[src/rtl/booth_multiplier_seq_if.sv]
// Handshake bundle for the sequential Booth multiplier: operand request
// channel (in_valid/in_ready) and product response channel (out_valid/out_ready).
interface booth_multiplier_seq_if #(
    parameter int N = 8
);
    logic           in_valid;
    logic           in_ready;
    logic [N-1:0]   multiplicand;
    logic [N-1:0]   multiplier;
    logic           is_signed;
    logic           out_valid;
    logic           out_ready;
    logic [2*N-1:0] product;

    modport master (
        output in_valid, multiplicand, multiplier, is_signed, out_ready,
        input  in_ready, out_valid, product
    );

    modport slave (
        input  in_valid, multiplicand, multiplier, is_signed, out_ready,
        output in_ready, out_valid, product
    );
endinterface

[src/rtl/booth_multiplier_seq.sv]
// Iterative radix-4 Booth multiplier: one recoded digit per CALC cycle, N/2+1 steps,
// signed or unsigned operands. N must be even and >= 4.
module booth_multiplier_seq #(
    parameter int N = 8
) (
    input  logic                  clk,
    input  logic                  rst_n,
    booth_multiplier_seq_if.slave bus
);
    localparam int ITER = N / 2 + 1;
    localparam int CW   = $clog2(ITER + 1);
    localparam int QW   = N + 2;
    localparam int AW   = N + 3;
    localparam int SW   = AW + QW + 1;

    typedef enum logic [1:0] {IDLE, CALC, DONE} state_t;

    state_t           state_q;
    logic [CW-1:0]    cnt_q;
    logic [AW-1:0]    a_q;
    logic [QW-1:0]    q_q;
    logic [QW-1:0]    m_q;
    logic             q1_q;
    logic [2*N-1:0]   product_q;
    logic             in_ready_q;
    logic             out_valid_q;

    logic [QW-1:0]    m_ext_d;
    logic [QW-1:0]    q_ext_d;
    logic [AW-1:0]    m_wide;
    logic [AW-1:0]    addend;
    logic [AW-1:0]    a_sum;
    logic [SW-1:0]    shifted;
    logic [AW-1:0]    a_d;
    logic [QW-1:0]    q_d;
    logic             q1_d;
    logic [2*N-1:0]   prod_d;

    // Two extra bits let unsigned operands recode as positive Booth numbers.
    always_comb begin
        m_ext_d = {{2{bus.is_signed & bus.multiplicand[N-1]}}, bus.multiplicand};
        q_ext_d = {{2{bus.is_signed & bus.multiplier[N-1]}}, bus.multiplier};
    end

    always_comb begin
        m_wide = {m_q[QW-1], m_q};
        addend = '0;
        unique case ({q_q[1:0], q1_q})
            3'b001, 3'b010: addend = m_wide;
            3'b011:         addend = m_wide << 1;
            3'b100:         addend = -(m_wide << 1);
            3'b101, 3'b110: addend = -m_wide;
            default:        addend = '0;
        endcase
        a_sum   = a_q + addend;
        shifted = $signed({a_sum, q_q, q1_q}) >>> 2;
        a_d     = shifted[SW-1 -: AW];
        q_d     = shifted[QW:1];
        q1_d    = shifted[0];
        prod_d  = shifted[2*N:1];
    end

    always_ff @(posedge clk) begin
        if (!rst_n) begin
            state_q     <= IDLE;
            cnt_q       <= '0;
            a_q         <= '0;
            q_q         <= '0;
            m_q         <= '0;
            q1_q        <= 1'b0;
            product_q   <= '0;
            in_ready_q  <= 1'b1;
            out_valid_q <= 1'b0;
        end else begin
            unique case (state_q)
                IDLE: begin
                    if (bus.in_valid) begin
                        m_q        <= m_ext_d;
                        q_q        <= q_ext_d;
                        a_q        <= '0;
                        q1_q       <= 1'b0;
                        cnt_q      <= '0;
                        in_ready_q <= 1'b0;
                        state_q    <= CALC;
                    end
                end
                CALC: begin
                    a_q   <= a_d;
                    q_q   <= q_d;
                    q1_q  <= q1_d;
                    cnt_q <= cnt_q + CW'(1);
                    if (cnt_q == CW'(ITER - 1)) begin
                        product_q   <= prod_d;
                        out_valid_q <= 1'b1;
                        state_q     <= DONE;
                    end
                end
                DONE: begin
                    if (bus.out_ready) begin
                        out_valid_q <= 1'b0;
                        in_ready_q  <= 1'b1;
                        state_q     <= IDLE;
                    end
                end
                default: begin
                    out_valid_q <= 1'b0;
                    in_ready_q  <= 1'b1;
                    state_q     <= IDLE;
                end
            endcase
        end
    end

    assign bus.in_ready  = in_ready_q;
    assign bus.out_valid = out_valid_q;
    assign bus.product   = product_q;
endmodule

[src/flat_wrapper.sv]
// flat-port wrapper written by rule: the top's interface ports become plain ports
module booth_multiplier_seq_flat 
#(
    parameter int N = 8
)
  (clk, rst_n, bus_in_valid, bus_multiplicand, bus_multiplier, bus_is_signed, bus_out_ready, bus_in_ready, bus_out_valid, bus_product);
  booth_multiplier_seq_if #(.N(N)) bus_i ();
  input  logic clk;
  input  logic rst_n;
  input wire logic [$bits(bus_i.in_valid)-1:0] bus_in_valid;
  input wire logic [$bits(bus_i.multiplicand)-1:0] bus_multiplicand;
  input wire logic [$bits(bus_i.multiplier)-1:0] bus_multiplier;
  input wire logic [$bits(bus_i.is_signed)-1:0] bus_is_signed;
  input wire logic [$bits(bus_i.out_ready)-1:0] bus_out_ready;
  output wire logic [$bits(bus_i.in_ready)-1:0] bus_in_ready;
  output wire logic [$bits(bus_i.out_valid)-1:0] bus_out_valid;
  output wire logic [$bits(bus_i.product)-1:0] bus_product;
  assign bus_i.in_valid = bus_in_valid;
  assign bus_i.multiplicand = bus_multiplicand;
  assign bus_i.multiplier = bus_multiplier;
  assign bus_i.is_signed = bus_is_signed;
  assign bus_i.out_ready = bus_out_ready;
  assign bus_in_ready = bus_i.in_ready;
  assign bus_out_valid = bus_i.out_valid;
  assign bus_product = bus_i.product;
  booth_multiplier_seq #(.N(N)) u_core (.clk(clk), .rst_n(rst_n), .bus(bus_i));
endmodule
[config.mk]
export PLATFORM = sky130hd
export DESIGN_NAME = booth_multiplier_seq_flat
export DESIGN_NICKNAME = d
export VERILOG_FILES = /design/src/rtl/booth_multiplier_seq_if.sv /design/src/rtl/booth_multiplier_seq.sv /design/src/flat_wrapper.sv
export SDC_FILE = /design/constraint.sdc
export NUM_CORES = 1
export LEC_CHECK = 0
export BUFFER_PORTS_ARGS = -buffer_cell sky130_fd_sc_hd__buf_2
export CORE_MARGIN = 5
export CORE_UTILIZATION = 63
export DETAILED_ROUTE_END_ITERATION = 8
export PLACE_DENSITY = 0.86
export SETUP_SLACK_MARGIN = 0.3
export SYNTH_ARGS = -nofsm -noshare
export SYNTH_HDL_FRONTEND = slang
export SYNTH_SLANG_ARGS = --single-unit
[constraint.sdc]
create_clock -name clk -period 4.4 [get_ports clk]
set_input_delay 0.66 -clock clk [delete_from_list [all_inputs] [get_ports clk]]
set_output_delay 0.66 -clock clk [all_outputs]
set_load 0.02 [all_outputs]
==> flow_summary_export.csv, run 1 <==
group,metric,value,unit
power,peakVddDrop,0.2351,mV
outcome,status,"finished, final reports clean",
clock_network,cts_setup_buffers,0,
setup_path,cp-end-kind,"register",
floorplan,ioPinCount,39,
sta,slew_headroom,19.03,%
floorplan,core_area,4786,um^2
run,maxCapViolations,0,
sta,fin_tns_setup,0,ps
power,switching_power,0.3271,mW
global_routing,use_met3,4.933,%
synthesis,yosys-top-cells-area,"dfxtp_1 33%, nand2_1 8.6%, a21boi_0 6.4%, ha_1 5.6%, mux2i_1 3.5%",
synthesis,yosysSeqAreaShare,33.08,%
synthesis,syn_inst,390,
final_layout,fillers,422,
synthesis,netlist_area,3147,um^2
power,p_int,0.7060,mW
synthesis,synth_seq_cells,52,
global_routing,overflow,0,
drt,vias,2778,
final_layout,nets,441,
synthesis,synth_enable_flop_cells,0,
sta,final-max-slew-violation-count,0,
clock_network,clk_latency,320,ps
synthesis,synth_top_area_cell,"dfxtp_1",
synthesis,yosys.cell_types.count,51,
setup_path,cp_max_fo,29,
clock_network,ctsResizeCount,0,
drt,dr.pass1.iters,4,
final_layout,syn2layout_area_growth,7.913,%
final_layout,n_antenna_cell,0,
setup_path,start_kind,"register",
global_routing,grt-busiest-layer,"met2",
power,p_leak,1.443,nW
sta,setup_viol,0,
sta,final.min_clock_period,3405,ps
drt,viasPerCell,5.873,
setup_path,reg2reg_slack,990,ps
clock_network,clk_path_buf_depth,2,
setup_path,path_cells,"nor2_1 > nand2_1 > a21oi_1 > a21o_1 > fa_1 > a211oi_1 > o211ai_1 > a41oi_1 > nand3_1 > o311ai_1",
sta,skew,8.721,ps
clock_network,cts_hold_buf,0,
sta,fin_worst_hold_slack,467.0,ps
drt,wl_per_cell,14.55,um
synthesis,ys_top_cells_by_count,"72 x nand2_1, 52 x dfxtp_1, 27 x a21boi_0, 23 x clkbuf_1, 21 x nor2_1",
synthesis,synth-main-ff-cell,"dfxtp_1",
synthesis,synth_area_per_cell,8.069,um^2
global_routing,grt_use_met1,30.05,%
floorplan,start_util,65.75,%
power,clkPwrFrac,28.0,%
synthesis,yosysTopAreaCellShare,33.08,%
sta,period_share,77.39,%
setup_path,worstPathRequired,4620,ps
synthesis,postSynthNetCount,426,
placement,hpwl,5010,um
drt,wl,6881,um
global_routing,grt_pass1_wl,11980,um
global_routing,grt_use_total,23.28,%
power,p_sw_share,31.66,%
synthesis,synth.most_common_cell,"nand2_1",
floorplan,die_y,80.68,um
sta,clock.fmax,293.7,MHz
placement,io_buffers,38,
power,power_frac_comb,21.4,%
setup_path,critPathMaxStageDelay,920,ps
clock_network,cts.clk_slew.worst_paths,110,ps
floorplan,dieArea,6508,um^2
sta,finalHoldViolations,0,
power,p_seq_share,50.6,%
power,pwr_density_cell,304.2,nW/um^2
sta,worst_pin_slew,1209,ps
setup_path,path_class,"reg -> reg",
global_routing,grt_antenna_before_repair,0,
floorplan,die_w,80.68,um
worst_hold_path,hp-class,"reg -> reg",
clock_network,htree_num_levels,2,
setup_path,cp_slowest_cell,"dfxtp_1",
synthesis,ys_warn_count,0,
clock_network,cts.sinks,52,
clock_network,tritoncts,"done",
synthesis,ys_async_sr_fraction,0,%
drt,dr.first_iter.drc_count,161,
power,p_total,1.033,mW
global_routing,first_global_vias,2617,
global_routing,grt_util_met2,39.24,%
drt,ant_nets,0,
drt,drc,0,
clock_network,root_buffer,"clkbuf_8",
global_routing,grt_max_degree,61,
clock_network,cts_inserted_buffers,5,
setup_path,arrival,3630,ps
placement,gp_congestion,0.9438,
sta,rsz0062_at_grt,"false",
floorplan,num_rows,25,
final_layout,layout-drive-gt1-share,13.79,%
[cell families after synthesis]
| family | share of synthesized area [%] |
|---|---|
| simple gates | 22.35 |
| fa+ha+maj | 6.203 |
| compound gates | 25.09 |
| flops | 33.08 |
| mux | 4.573 |
| buf+inv | 4.811 |
| xor+xnor | 3.896 |
[stage by stage]
| stage | instances | setup slack, ps | util [%] | area, um^2 |
|---|---|---|---|---|
| floorplan | 390 | 1464 | - | 3147 |
| global placement | 465 | 1163 | 68.99 | 3302 |
| detailed placement | 465 | 1047 | 68.99 | 3302 |
| CTS | 473 | 1009 | 70.95 | 3396 |
| global route | 473 | 671.9 | 70.95 | 3396 |
| finish | 473 | 994.9 | 70.95 | 3396 |
[path summary, 6_finish.rpt]
path / cells past startpoint / startpoint / endpoint
worst max-delay path: 10 / u_core.q1_q / u_core.a_q[9]
worst min-delay path: 2 / u_core.bus.product[12] / u_core.bus.product[12]
worst max register to register: 10 / u_core.q1_q / u_core.a_q[9]
worst min register to register: 2 / u_core.bus.product[12] / u_core.bus.product[12]
[per-layer routing]
metal  wire length [um]  up-vias
met1               3166     1292
met3                465        6
met4                 51        0
met5                  0        -
met2               3198       82
li1                   -     1398
[cell type report]
| cell class | instances | area (um^2) | area share, % |
|---|---|---|---|
| flip-flops and latches | 52 | 1041 | 30.66 |
| well taps | 67 | 83.83 | 2.469 |
| clock inverters | 3 | 25.02 | 0.7369 |
| inverters | 8 | 30.03 | 0.8843 |
| multi-input cells | 300 | 1957 | 57.63 |
| repair buffers | 38 | 190.2 | 5.601 |
| clock buffers | 5 | 68.82 | 2.027 |
[cell usage in the layout, fill, tap and decap left out, types with 2 or more instances in the layout]
cell type / instances
dfxtp_1: 52
a221oi_1: 2
a31oi_1: 4
a21boi_0: 27
xor2_1: 4
o22ai_1: 3
ha_1: 14
a41oi_1: 2
and3_1: 2
a311oi_1: 3
o211a_1: 7
nor2_1: 21
nand3b_1: 2
inv_1: 8
a22oi_1: 10
a21oi_1: 15
and4_1: 2
a21o_1: 8
nand2b_1: 7
clkbuf_8: 5
nand4b_1: 2
xnor2_1: 10
inv_6: 2
or2_2: 2
and2_1: 4
a211oi_1: 3
mux2i_1: 11
o21bai_1: 2
o21ai_0: 16
buf_2: 38
nand3_1: 13
nand2_1: 72
nor2b_1: 12
o211ai_1: 3
[worst max-delay path, delay by kind of cell, from the launching register on]
family | cells | cell delay (ps)
fa+ha+maj | 1 | 460
flops | 1 | 920
simple gates | 3 | 520
compound gates | 6 | 1410
[registers in the layout (all words and copies together), names as in the netlist]
register / cells
u_core.q1_q: 1
u_core.m_q: 9
u_core.bus.product: 16
u_core.bus.out_valid: 1
u_core.q_q: 10
u_core.cnt_q: 3
u_core.a_q: 9
u_core.state_q: 2
u_core.bus.in_ready: 1
[power groups by stage]
stage | registers, mW | clock network (mW) | logic (mW)
after CTS | 0.522 | 0.294 | 0.221
after global routing | 0.527 | 0.318 | 0.250
after floorplan | 0.513 | 0 | 0.189
after global placement | 0.531 | 0 | 0.216
final | 0.522 | 0.289 | 0.221
after detailed placement | 0.532 | 0 | 0.219
No activity file was read; power rests on OpenSTA's default activity.
==> run 2: changes to the inputs <==
ABC_AREA = 1   (was not set)
CORE_UTILIZATION = 52   (was 63)
PLACE_DENSITY = 0.76   (was 0.86)
clock period = 2.85 ns   (was 4.4 ns; I/O delays follow)
==> run 2 against run 1 <==
  * Fmax up 32%
  * Wire length up 17%
  * Non-clock buffer count up 26
  * Critical path type unchanged
==> flow_summary_export.csv, run 2 <==
group,metric,value,unit
global_routing,grt_use_met1,24.79,%
sta,worst_pin_slew,570.8,ps
outcome,status,"finished, final reports clean",
synthesis,yosysTopAreaCellShare,36.03,%
setup_path,cp_max_fo,5,
final_layout,layout-drive-gt1-share,31.01,%
sta,clock.fmax,387.6,MHz
drt,viasPerCell,5.672,
drt,dr.pass1.iters,6,
power,peakVddDrop,0.3018,mV
worst_hold_path,hp-class,"in -> reg",
synthesis,ys_top_cells_by_count,"99 x nand2_1, 52 x dfxtp_1, 46 x inv_1, 41 x a21oi_1, 35 x o21ai_0",
power,pwr_density_cell,523.1,nW/um^2
setup_path,path_class,"reg -> reg",
setup_path,r2r_end,"u_core.a_q[7]",
power,power_frac_comb,27.6,%
floorplan,start_util,53.12,%
worst_hold_path,holdPathStages,2,
placement,io_buffers,38,
final_layout,layout_common_cells,"94 x nand2_1, 43 x dfxtp_1, 38 x buf_2",
final_layout,nets,510,
global_routing,overflow,0,
drt,dr.first_iter.drc_count,214,
setup_path,cp-end-kind,"register",
clock_network,clk_path_buf_depth,2,
final_layout,syn2layout_area_growth,28.06,%
sta,period_share,90.53,%
sta,fin_tns_setup,0,ps
power,p_seq_share,41.7,%
clock_network,cts_inserted_buffers,5,
drt,drc,0,
global_routing,grt_antenna_before_repair,0,
power,clkPwrFrac,30.6,%
sta,final-max-slew-violation-count,0,
synthesis,synth-main-ff-cell,"dfxtp_1",
setup_path,reg2reg_slack,270,ps
synthesis,netlist_area,2889,um^2
floorplan,die_w,84.54,um
clock_network,htree_num_levels,2,
clock_network,cts_hold_buf,0,
placement,pre_cts_ws,139.0,ps
clock_network,cts.clk_slew.worst_paths,100,ps
floorplan,dieArea,7146,um^2
drt,wl,8059,um
global_routing,use_met3,3.533,%
sta,finalHoldViolations,0,
synthesis,synth_seq_cells,52,
synthesis,ys_warn_count,0,
sta,slew_headroom,61.82,%
synthesis,syn_inst,417,
drt,vias,3097,
synthesis,synth_top_area_cell,"dfxtp_1",
floorplan,die_y,84.54,um
setup_path,r2r_cells,14,
global_routing,grt_use_total,19.78,%
synthesis,synth.most_common_cell,"nand2_1",
placement,dpl-instance-area,3126,um^2
synthesis,yosys.cell_types.count,37,
sta,rsz0062_at_grt,"true",
clock_network,cts.sinks,52,
power,p_leak,1.609,nW
worst_hold_path,hp-start,"bus_out_ready",
setup_path,critPathLaunch,"u_core.m_q[0]",
final_layout,final_common_cell,"nand2_1",
final_layout,fillers,425,
clock_network,root_buffer,"clkbuf_8",
sta,setup_viol,0,
drt,wl_per_cell,14.76,um
global_routing,grt_pass1_wl,11830,um
drt,ant_nets,0,
synthesis,yosysSeqAreaShare,36.03,%
global_routing,grt-busiest-layer,"met2",
floorplan,ioPinCount,39,
sta,final.min_clock_period,2580,ps
final_layout,final_area,3700,um^2
sta,skew,6.527,ps
power,switching_power,0.6012,mW
run,maxCapViolations,0,
power,p_int,1.334,mW
final_layout,largest_reg_flops,16,
placement,gp_congestion,0.9305,
global_routing,grt_max_degree,28,
final_layout,n_antenna_cell,0,
global_routing,first_global_vias,2709,
worst_hold_path,hold_end,"u_core.state_q[1]",
synthesis,synth_enable_flop_cells,0,
floorplan,core_area,5439,um^2
setup_path,worstPathRequired,3050,ps
setup_path,arrival,2780,ps
clock_network,tritoncts,"done",
setup_path,start_kind,"register",
global_routing,grt_util_met2,34.16,%
placement,hpwl,5160,um
floorplan,num_rows,27,
power,p_total,1.935,mW
synthesis,ys_async_sr_fraction,0,%
setup_path,worst_r2r_startpoint,"u_core.m_q[0]",
synthesis,yosys-top-cells-area,"dfxtp_1 36%, nand2_1 13%, a21oi_1 7.1%, ha_1 6.1%, o21ai_0 6.1%",
clock_network,clk_latency,300,ps
synthesis,synth_area_per_cell,6.928,um^2
synthesis,postSynthNetCount,453,
power,p_sw_share,31.06,%
sta,setup_ws,269.8,ps
run 2: changes by cell type after synthesis, moves of 8 or more:
cell / previous run / this run
mux2i_1: 11 / 0
inv_1: 8 / 46
a21boi_0: 27 / 1
clkbuf_1: 23 / 7
nor2b_1: 13 / 0
nand2_1: 72 / 99
a21o_1: 8 / 0
nand3_1: 13 / 23
a21oi_1: 15 / 41
a22oi_1: 10 / 0
o21ai_0: 16 / 35
nor2_1: 21 / 31
run 2: cell type report:
cell class              count  area (um^2)  area share (%)
inverters                  54        210.2           5.681
multi-input cells         297         1817           49.10
flip-flops and latches     52         1065           28.78
clock buffers               5        68.82           1.860
clock inverters             2        60.06           1.623
well taps                  72        90.09           2.435
repair buffers             64        389.1           10.52
run 2: worst max path at each step:
stage | endpoint | slack [ps] | cells past startpoint
final | u_core.a_q[7] | 270 | 14
after global routing | u_core.bus.product[15] | 90 | 17
after CTS | u_core.bus.product[13] | 290 | 16
after detailed placement | u_core.bus.product[13] | 140 | 20
after global placement | u_core.bus.product[13] | 250 | 20
after floorplan | u_core.bus.product[13] | 410 | 20
run 2: kinds of logic after synthesis:
logic type / synth area share, %
simple gates: 25.60
compound gates: 19.88
buf+inv: 9.311
flops: 36.03
fa+ha+maj: 6.756
xor+xnor: 2.425
run 2: metal layers:
layer	up-vias	routed length [um]
li1	1491	-
met1	1429	3320
met2	131	3919
met3	46	436
met4	0	383
met5	-	0
run 2: timing repair:
item / 4_1_cts / 5_1_grt
endpoints found under the setup margin: 6 / 13
pin swaps: 3 / 32
resized for setup: 8 / 78
setup buffers: 3 / 20
run 2: through the flow:
stage          hold WS (ps)  util, %  std cells
2_1_floorplan         439.2        -        417
3_3_place_gp          435.5    57.46        516
3_5_place_dp          437.5    57.46        516
4_1_cts               328.0    60.55        526
5_1_grt               347.6    68.02        546
6_report              333.9    68.02        546
run 2: worst max-delay path: stages, from the launching register on:
cell and delay, ps:
dfxtp_4 390, inv_4 60, ha_4 170, xor2_2 200, nor2_1 80, a21oi_1 150, o211ai_1 130, ha_2 430
nand2_1 120, o21ai_0 270, nand2_1 120, nand3_1 130, a21oi_1 70, o21ai_0 80, a21oi_1 80
run 2: power groups by stage:
stage / sequential [mW] / clock, mW / combinational (mW)
2_1_floorplan: 0.805 / 0 / 0.279
3_3_place_gp: 0.813 / 0 / 0.360
3_5_place_dp: 0.814 / 0 / 0.362
4_1_cts: 0.798 / 0.597 / 0.377
5_1_grt: 0.812 / 0.632 / 0.586
6_report: 0.808 / 0.593 / 0.535
